## config.mk

```make
export PLATFORM = sky130hd
export DESIGN_NAME = mem_port_arbiter
export DESIGN_NICKNAME = d
export VERILOG_FILES = /design/src/rtl/mem_port_arbiter.sv
export SDC_FILE = /design/constraint.sdc
export NUM_CORES = 1
export LEC_CHECK = 0
export CORE_AREA = 5 5 134 136
export DETAILED_ROUTE_END_ITERATION = 8
export DIE_AREA = 0 0 139 141
export HOLD_SLACK_MARGIN = 0.08
export PLACE_DENSITY = 0.75
export SYNTH_ARGS = -nofsm -noshare
export SYNTH_HDL_FRONTEND = slang
export SYNTH_SLANG_ARGS = --single-unit
```

## constraint.sdc

```tcl
create_clock -name clk -period 1.6 [get_ports clk]
set_input_delay 0.24 -clock clk [delete_from_list [all_inputs] [get_ports clk]]
set_output_delay 0.24 -clock clk [all_outputs]
set_load 0.005 [all_outputs]
```

## src/rtl/mem_port_arbiter.sv

```systemverilog
// mem_port_arbiter
// Shares a single memory port between the fetch stage and the MEM stage.
// Data accesses normally win; fetch gets a forced turn once data has won
// STARVE_MAX back-to-back grants while fetch was waiting. A grant that sees
// no mem_ack for TIMEOUT cycles is abandoned: the requester still gets its
// ack, with zero read data, and the sticky err flag is raised.
//
// state  | meaning
// IDLE   | no transaction; arbitrates between pending requests
// GNT_IF | fetch owns the memory port, mem_req high
// GNT_D  | data stage owns the memory port, mem_req high
// DONE   | winner's ack pulses for this cycle; no new grant
module mem_port_arbiter #(
  parameter int unsigned STARVE_MAX = 4,
  parameter int unsigned TIMEOUT    = 255
) (
  input  logic        clk,
  input  logic        rst,
  input  logic        if_req,
  input  logic [31:0] if_addr,
  output logic [31:0] if_rdata,
  output logic        if_ack,
  input  logic        d_req,
  input  logic        d_we,
  input  logic [31:0] d_addr,
  input  logic [31:0] d_wdata,
  output logic [31:0] d_rdata,
  output logic        d_ack,
  output logic        mem_req,
  output logic        mem_we,
  output logic [31:0] mem_addr,
  output logic [31:0] mem_wdata,
  input  logic [31:0] mem_rdata,
  input  logic        mem_ack,
  output logic        stall,
  output logic        err
);

  typedef enum logic [1:0] {
    IDLE   = 2'd0,
    GNT_IF = 2'd1,
    GNT_D  = 2'd2,
    DONE   = 2'd3
  } state_t;

  localparam logic [3:0] STARVE_LIM = 4'(STARVE_MAX);
  // wait_cnt holds the number of ack-less grant cycles already elapsed, so
  // the cycle that would make it equal TIMEOUT is the one that gives up.
  localparam logic [7:0] WAIT_LAST  = 8'(TIMEOUT - 1);

  state_t     state;
  logic [3:0] starve_cnt;
  logic [7:0] wait_cnt;
  logic       grant_d;
  logic       wait_expired;

  // Pipeline freeze depends only on live requests and the current ack pulse.
  assign stall = (if_req & ~if_ack) | (d_req & ~d_ack);

  // Arbitration and timeout decisions for the current cycle.
  always_comb begin
    grant_d      = d_req & ~(if_req & (starve_cnt == STARVE_LIM));
    wait_expired = (wait_cnt == WAIT_LAST);
  end

  // Sequencer: grant, hold the port until ack or timeout, pulse ack, return.
  always_ff @(posedge clk or negedge rst) begin
    if (!rst) begin
      state      <= IDLE;
      mem_req    <= 1'b0;
      mem_we     <= 1'b0;
      mem_addr   <= '0;
      mem_wdata  <= '0;
      if_rdata   <= '0;
      d_rdata    <= '0;
      if_ack     <= 1'b0;
      d_ack      <= 1'b0;
      err        <= 1'b0;
      starve_cnt <= '0;
      wait_cnt   <= '0;
    end else begin
      if_ack <= 1'b0;
      d_ack  <= 1'b0;
      case (state)
        IDLE: begin
          if (d_req || if_req) begin
            mem_req  <= 1'b1;
            wait_cnt <= '0;
            if (grant_d) begin
              state     <= GNT_D;
              mem_we    <= d_we;
              mem_addr  <= d_addr;
              mem_wdata <= d_wdata;
              if (!if_req) begin
                starve_cnt <= '0;
              end else if (starve_cnt != STARVE_LIM) begin
                starve_cnt <= starve_cnt + 4'd1;
              end
            end else begin
              // Fetch keeps the previous store data on mem_wdata.
              state      <= GNT_IF;
              mem_we     <= 1'b0;
              mem_addr   <= if_addr;
              starve_cnt <= '0;
            end
          end
        end

        GNT_IF, GNT_D: begin
          if (!mem_ack) begin
            wait_cnt <= wait_cnt + 8'd1;
          end
          // A real ack takes priority over a timeout landing on the same cycle.
          if (mem_ack || wait_expired) begin
            mem_req <= 1'b0;
            state   <= DONE;
            if (!mem_ack) begin
              err <= 1'b1;
            end
            if (state == GNT_IF) begin
              if_ack   <= 1'b1;
              if_rdata <= mem_ack ? mem_rdata : '0;
            end else begin
              d_ack <= 1'b1;
              if (!mem_ack) begin
                d_rdata <= '0;
              end else if (!mem_we) begin
                d_rdata <= mem_rdata;
              end
            end
          end
        end

        DONE: begin
          state <= IDLE;
        end

        default: begin
          state <= IDLE;
        end
      endcase
    end
  end

endmodule

```

# [Word-level counts from Yosys, hierarchy flattened]
# Index checks and enable logic that the tools add are counted.
# Widths: inputs -> output; s select.
[totals] word_cells=73 input_bits=134 output_inout_bits=134 regBits=147
[op_classes] eq_ne=11 muxes=24 bitwise=10 add_sub_neg=2 n_reduce_logical=14
[ops] cell="$mux 32" count=4
[ops] cell="$reduce_and 3->1" count=6
[ops] cell="$mux 8" count=2
[ops] cell="$pmux 8 s2" count=1
[ops] cell="$mux 4" count=3
[ops] cell="$mux 1" count=9
[ops] cell="$add 8x1->8 const B" count=1
[ops] cell="$eq 8x8->1 const B" count=1
[ops] cell="$ne 2x2->1 const B" count=4
[ops] cell="$mux 2" count=3
[ops] cell="$pmux 2 s3" count=1
[ops] cell="$not 1->1" count=5
[ops] cell="$add 4x1->4 const B" count=1
[ops] cell="$and 1x1->1" count=4
[ops] cell="$eq 2x2->1 const B" count=2
[ops] cell="$eq 4x3->1 const B" count=1
[ops] cell="$ne 4x3->1 const B" count=1
[ops] cell="$reduce_and 2->1" count=2
[ops] cell="$reduce_and 4->1" count=1
[ops] cell="$ne 3x2->1 const B" count=1
[ops] cell="$eq 2x1->1 const B" count=1
[ops] cell="$logic_not 2->1" count=1
[ops] cell="$logic_or 1x1->1" count=2
[ops] cell="$pmux 1 s2" count=1
[ops] cell="3 further kinds" count=3

# [Depth between registers and ports, before layout]
[logic_depth] ltp_word=7 mapped_depth=8 mapped_depth_nobuf=6

# [Least setup slack after synthesis]
# Ideal clock, no wire load.
[synth_timing] path_kind="reg-to-reg" from="reg state[0]" to="reg wait_cnt[4]" period_less_slack_ns=1.696 required_ns=1.534 t_arrival_ns=1.630 path_stages_with_launch=8 slack_ns=-0.096 n_path_buf=1 setup_ns=0.066 cell_sequence="dfrtp_1 -> inv_1 -> ha_1 -> buf_2 -> nand2_1 -> nand4_1 -> or4_1 -> nand2_1"
[synth_between] elab_chain_cells=4 elab_cells_between_ends=9 classes_between="eq/ne (4); mux (1); reduce/logical (4)"
[synth_rtl] element="start, declared" line_no="51" source="state_t state;"
[synth_rtl] element="start signal, assigned" line_no="69" source="state <= IDLE;"
[synth_rtl] element="start signal, assigned" line_no="90" source="state <= GNT_D;"
[synth_rtl] element="start signal, assigned" line_no="101" source="state <= GNT_IF;"
[synth_rtl] element="$eq 2x1->1 or $eq 2x2->1 (tied branches)" line_no="84" source="case (state)"
[synth_rtl] element="$reduce_or 2->1" line_no="84"
[synth_rtl] element="$ne 2x2->1 (no source line) or $reduce_bool 2->1 (tied branches)"
[synth_rtl] element="$reduce_and 3->1 (no source line)"
[synth_rtl] element="end signal, assigned" line_no="111" source="wait_cnt <= wait_cnt + 8'd1;"
[synth_rtl] element="end, declared" line_no="53" source="logic [7:0] wait_cnt;"
# Parallel ways exist; a longest one is shown, timed or not.
# A chain may end at the register's enable or synchronous reset.

# [Worst setup path after layout]
[layout_timing] from="reg state[0]" to="reg d_rdata[20]"
[layout_between] elab_chain_cells=3 elab_cells_between_ends=5 classes_between="eq/ne (2); bitwise (1); reduce/logical (2)"
[layout_rtl] element="$eq 2x1->1 or $eq 2x2->1 (tied branches)" line_no="84, 120"
[layout_rtl] element="$reduce_or 2->1 or $not 1->1 (tied branches)"
[layout_rtl] element="$reduce_and 4->1 (no source line) *"
[layout_rtl] element="end signal, assigned" line_no="128" source="d_rdata <= mem_rdata;"
[layout_rtl] element="end, declared" line_no="27" source="output logic [31:0] d_rdata,"
# Every way passes the cells marked *; elsewhere a longest branch is shown, timed or not.

==> results.sh <==
export IMPL_cap_violations=0
export IMPL_place_hpwl_um=13680
export IMPL_syn_to_final_growth_pct=75.26
export IMPL_fillers=1220
export IMPL_power_density_nw_per_um2=1912
export IMPL_htreeDepth=4
export IMPL_syn_area_um2=6130
export IMPL_initial_core_util_pct=36.45
export IMPL_combPwrFrac_pct=50.1
export IMPL_worstMarginPinSlew_ns=0.4483
export IMPL_yosys_top_cells_area="dfrtp_1, a22o_1, mux2_4"
export IMPL_die_w_um=139
export IMPL_clk_pin_slew_ns=0.07
export IMPL_leakage_uw=0.005002
export IMPL_worst_path_max_fanout=6
export IMPL_io_pins=268
export IMPL_ys_types=40
export IMPL_outcome="finished with violations"
export IMPL_hold_path_class="in -> async"
export IMPL_cts_tree="yes"
export IMPL_yosysSeqAreaShare_pct=60.01
export IMPL_rsz0062_at_grt="true"
export IMPL_internal_power_uw=14060
export IMPL_clk_insertion_delay_late_ns=0.42
export IMPL_grt_max_degree=45
export IMPL_viasPerCell=5.016
export IMPL_setup_viol=69
export IMPL_min_period_ns=1.695
export IMPL_synthMostInstantiatedCell="dfrtp_1"
export IMPL_grt_overflow_total=0
export IMPL_period_share_pct=106.0
export IMPL_synth_edf_count=0
export IMPL_final_hold_violation_count=0
export IMPL_max_slew_margin_rel_pct=70.11
export IMPL_fp_coreArea_um2=16820
export IMPL_finClkSkew_ns=0.01383
export IMPL_worstPathArrival_ns=2.00
export IMPL_cp_required_ns=1.91
export IMPL_timing_setup_tns_ns=-2.122
export IMPL_grtUsageTotal_pct=19.81
export IMPL_synth_nets=615
export IMPL_finalMaxSlewViolations=0
export IMPL_path_cells="inv_2, ha_4, nor2b_4, buf_6, and2_4, buf_12, clkbuf_16, a22o_1"
export IMPL_violations="setup timing"
export IMPL_crit_path_start_kind="flip-flop"
export IMPL_hold_slack_ns=0.3163
export IMPL_peakVddDrop_uv=845.2
export IMPL_p_sw_uw=6480
export IMPL_fmax_mhz=589.8
export IMPL_synth_flop_cell="dfrtp_1"
export IMPL_rows=48
export IMPL_num_antenna_cells=0
export IMPL_wl_per_cell_um=18.80
export IMPL_cts_buffers_inserted=17
export IMPL_drt_iter0_markers=134
export IMPL_pwr_share_clk_pct=18.4
export IMPL_wl_um=19800
export IMPL_drc_errors=0
export IMPL_io_buffers=267
export IMPL_ant_nets=0
export IMPL_yosysTopAreaCell="dfrtp_1"
export IMPL_worst_setup_path_end_kind="flip-flop"
export IMPL_gp_congestion=0.8087
export IMPL_grt_pass1_vias=5695
export IMPL_ys_warn_count=0
export IMPL_worst_slack_ns=-0.09546
export IMPL_ys_ff_latch=147
export IMPL_p_seq_share_pct=31.5
export IMPL_final_layout_size_suffix_gt1_share_pct=22.34
export IMPL_die_y_um=141
export IMPL_finalNetCount=955
export IMPL_syn_avg_cell_area_um2=12.90
export IMPL_critical_path_slowest_cell="dfrtp_1"
export IMPL_slowest_delay_ns=0.40
export IMPL_numPlacedInstances=985
export IMPL_finalPower_uw=20540
export IMPL_crit_type="reg -> reg"
export IMPL_cts_root_buf="clkbuf_16"
export IMPL_power_switching_share_pct=31.55
export IMPL_synthArstFlopShare_pct=100.0
export IMPL_first_pass_iters=6
export IMPL_num_vias=5282
export IMPL_synth_top_cell_area_share_pct=60.01
export IMPL_synth_common_cells="dfrtp_1, a22o_1, nand2_1"
export IMPL_antenna_found_initial=0
export IMPL_dieArea_um2=19600
export IMPL_cts_max_path_buffers=2
export IMPL_netlist_instances=475
export IMPL_cts_sinks=147
export IMPL_finalNonFillerCells=1053
export IMPL_grt_pass1_wl_um=30750
==> cells by family (layout without fill, tap and decap cells) <==
group | Yosys count | count (layout) | synth area share (%)
mux | 65 | 65 | 12.86
xor+xnor | 2 | 2 | 0.2858
buf+inv | 43 | 396 | 3.572
fa+ha+maj | 6 | 6 | 1.225
flops | 147 | 147 | 60.01
compound gates | 131 | 131 | 15.66
simple gates | 81 | 81 | 6.389
==> worst max-delay path: cells and delay by family (launching register included) <==
family,cells,cell delay (ns)
fa+ha+maj,1,0.21
buf+inv,4,0.48
compound gates,1,0.20
flops,1,0.40
simple gates,2,0.30
==> layout make-up <==
cell class / count / area [µm²] / area share, %
timing repair buffer: 353 / 3749 / 34.89
sequential: 147 / 3680 / 34.25
multi-input combinational: 285 / 2431 / 22.63
clock buffer: 17 / 425.4 / 3.960
tap: 225 / 281.5 / 2.621
clock inverter: 15 / 135.1 / 1.258
inverter: 11 / 41.29 / 0.3843
==> cell usage in the layout (no fill, tap or decap), types with 18 or more instances in the layout <==
cell type,n
clkdlybuf4s50_1,241
dfrtp_1,146
a22o_1,74
nand2_1,44
buf_4,44
mux2_4,32
mux2i_1,29
o21ai_1,21
clkbuf_16,20
o21ai_0,18
==> metal layers <==
metal	vias to the layer above	wire (µm)	share of wire (%)	GRT usage (%)
li1	2419	-	-	-
met1	2576	7894	40	23.13
met2	263	9675	49	33.16
met3	24	1885	9.5	8.412
met4	0	341	1.7	6.488
met5	-	0	0	0
==> repair_timing <==
action	in CTS	in global routing
endpoints found under the setup margin	90	137
hold buffers	1	0
gates resized for setup	39	82
buffers inserted	17	12
pin swaps	34	30
endpoints found under the hold margin	40	0
cloned	6	4
==> state kept, by name, summed over array words and instances (netlist names) <==
register / flops
d_ack: 1
d_rdata: 32
err: 1
if_ack: 1
if_rdata: 32
mem_addr: 32
mem_req: 1
mem_wdata: 32
mem_we: 1
starve_cnt: 4
state: 2
wait_cnt: 8
==> metrics by stage <==
step	cell area, µm²	utilization, %	setup slack [ns]
after floorplan	6188	-	-0.01908
after global placement	9463	56.27	-0.2246
after detailed placement	9463	56.27	-0.2793
after CTS	10410	61.93	-0.1132
after global routing	10740	63.88	-0.1769
final	10740	63.88	-0.09546
==> power groups by stage <==
stage	logic [µW]	clock network (µW)	registers (µW)
final	10300	3770	6480
after global routing	11100	4040	6680
after CTS	9820	3870	6470
after detailed placement	8900	0	6520
after global placement	8680	0	6440
after floorplan	3670	0	6510
==> final timing paths <==
| path | startpoint | end | slack, ns | cells after the start |
|---|---|---|---|---|
| worst max-delay path | state[0] | d_rdata[20] | -0.1 | 8 |
| worst max register to register | state[0] | d_rdata[20] | -0.1 | 8 |
| min in group clk | d_we | mem_we | 0.42 | 3 |
| max in group asynchronous | rst | if_rdata[18] | 0.70 | 3 |
| worst min register to register | err | err | 0.46 | 1 |
| worst min-delay path | rst | if_rdata[7] | 0.32 | 2 |
Power figures use the tool's default switching activity.
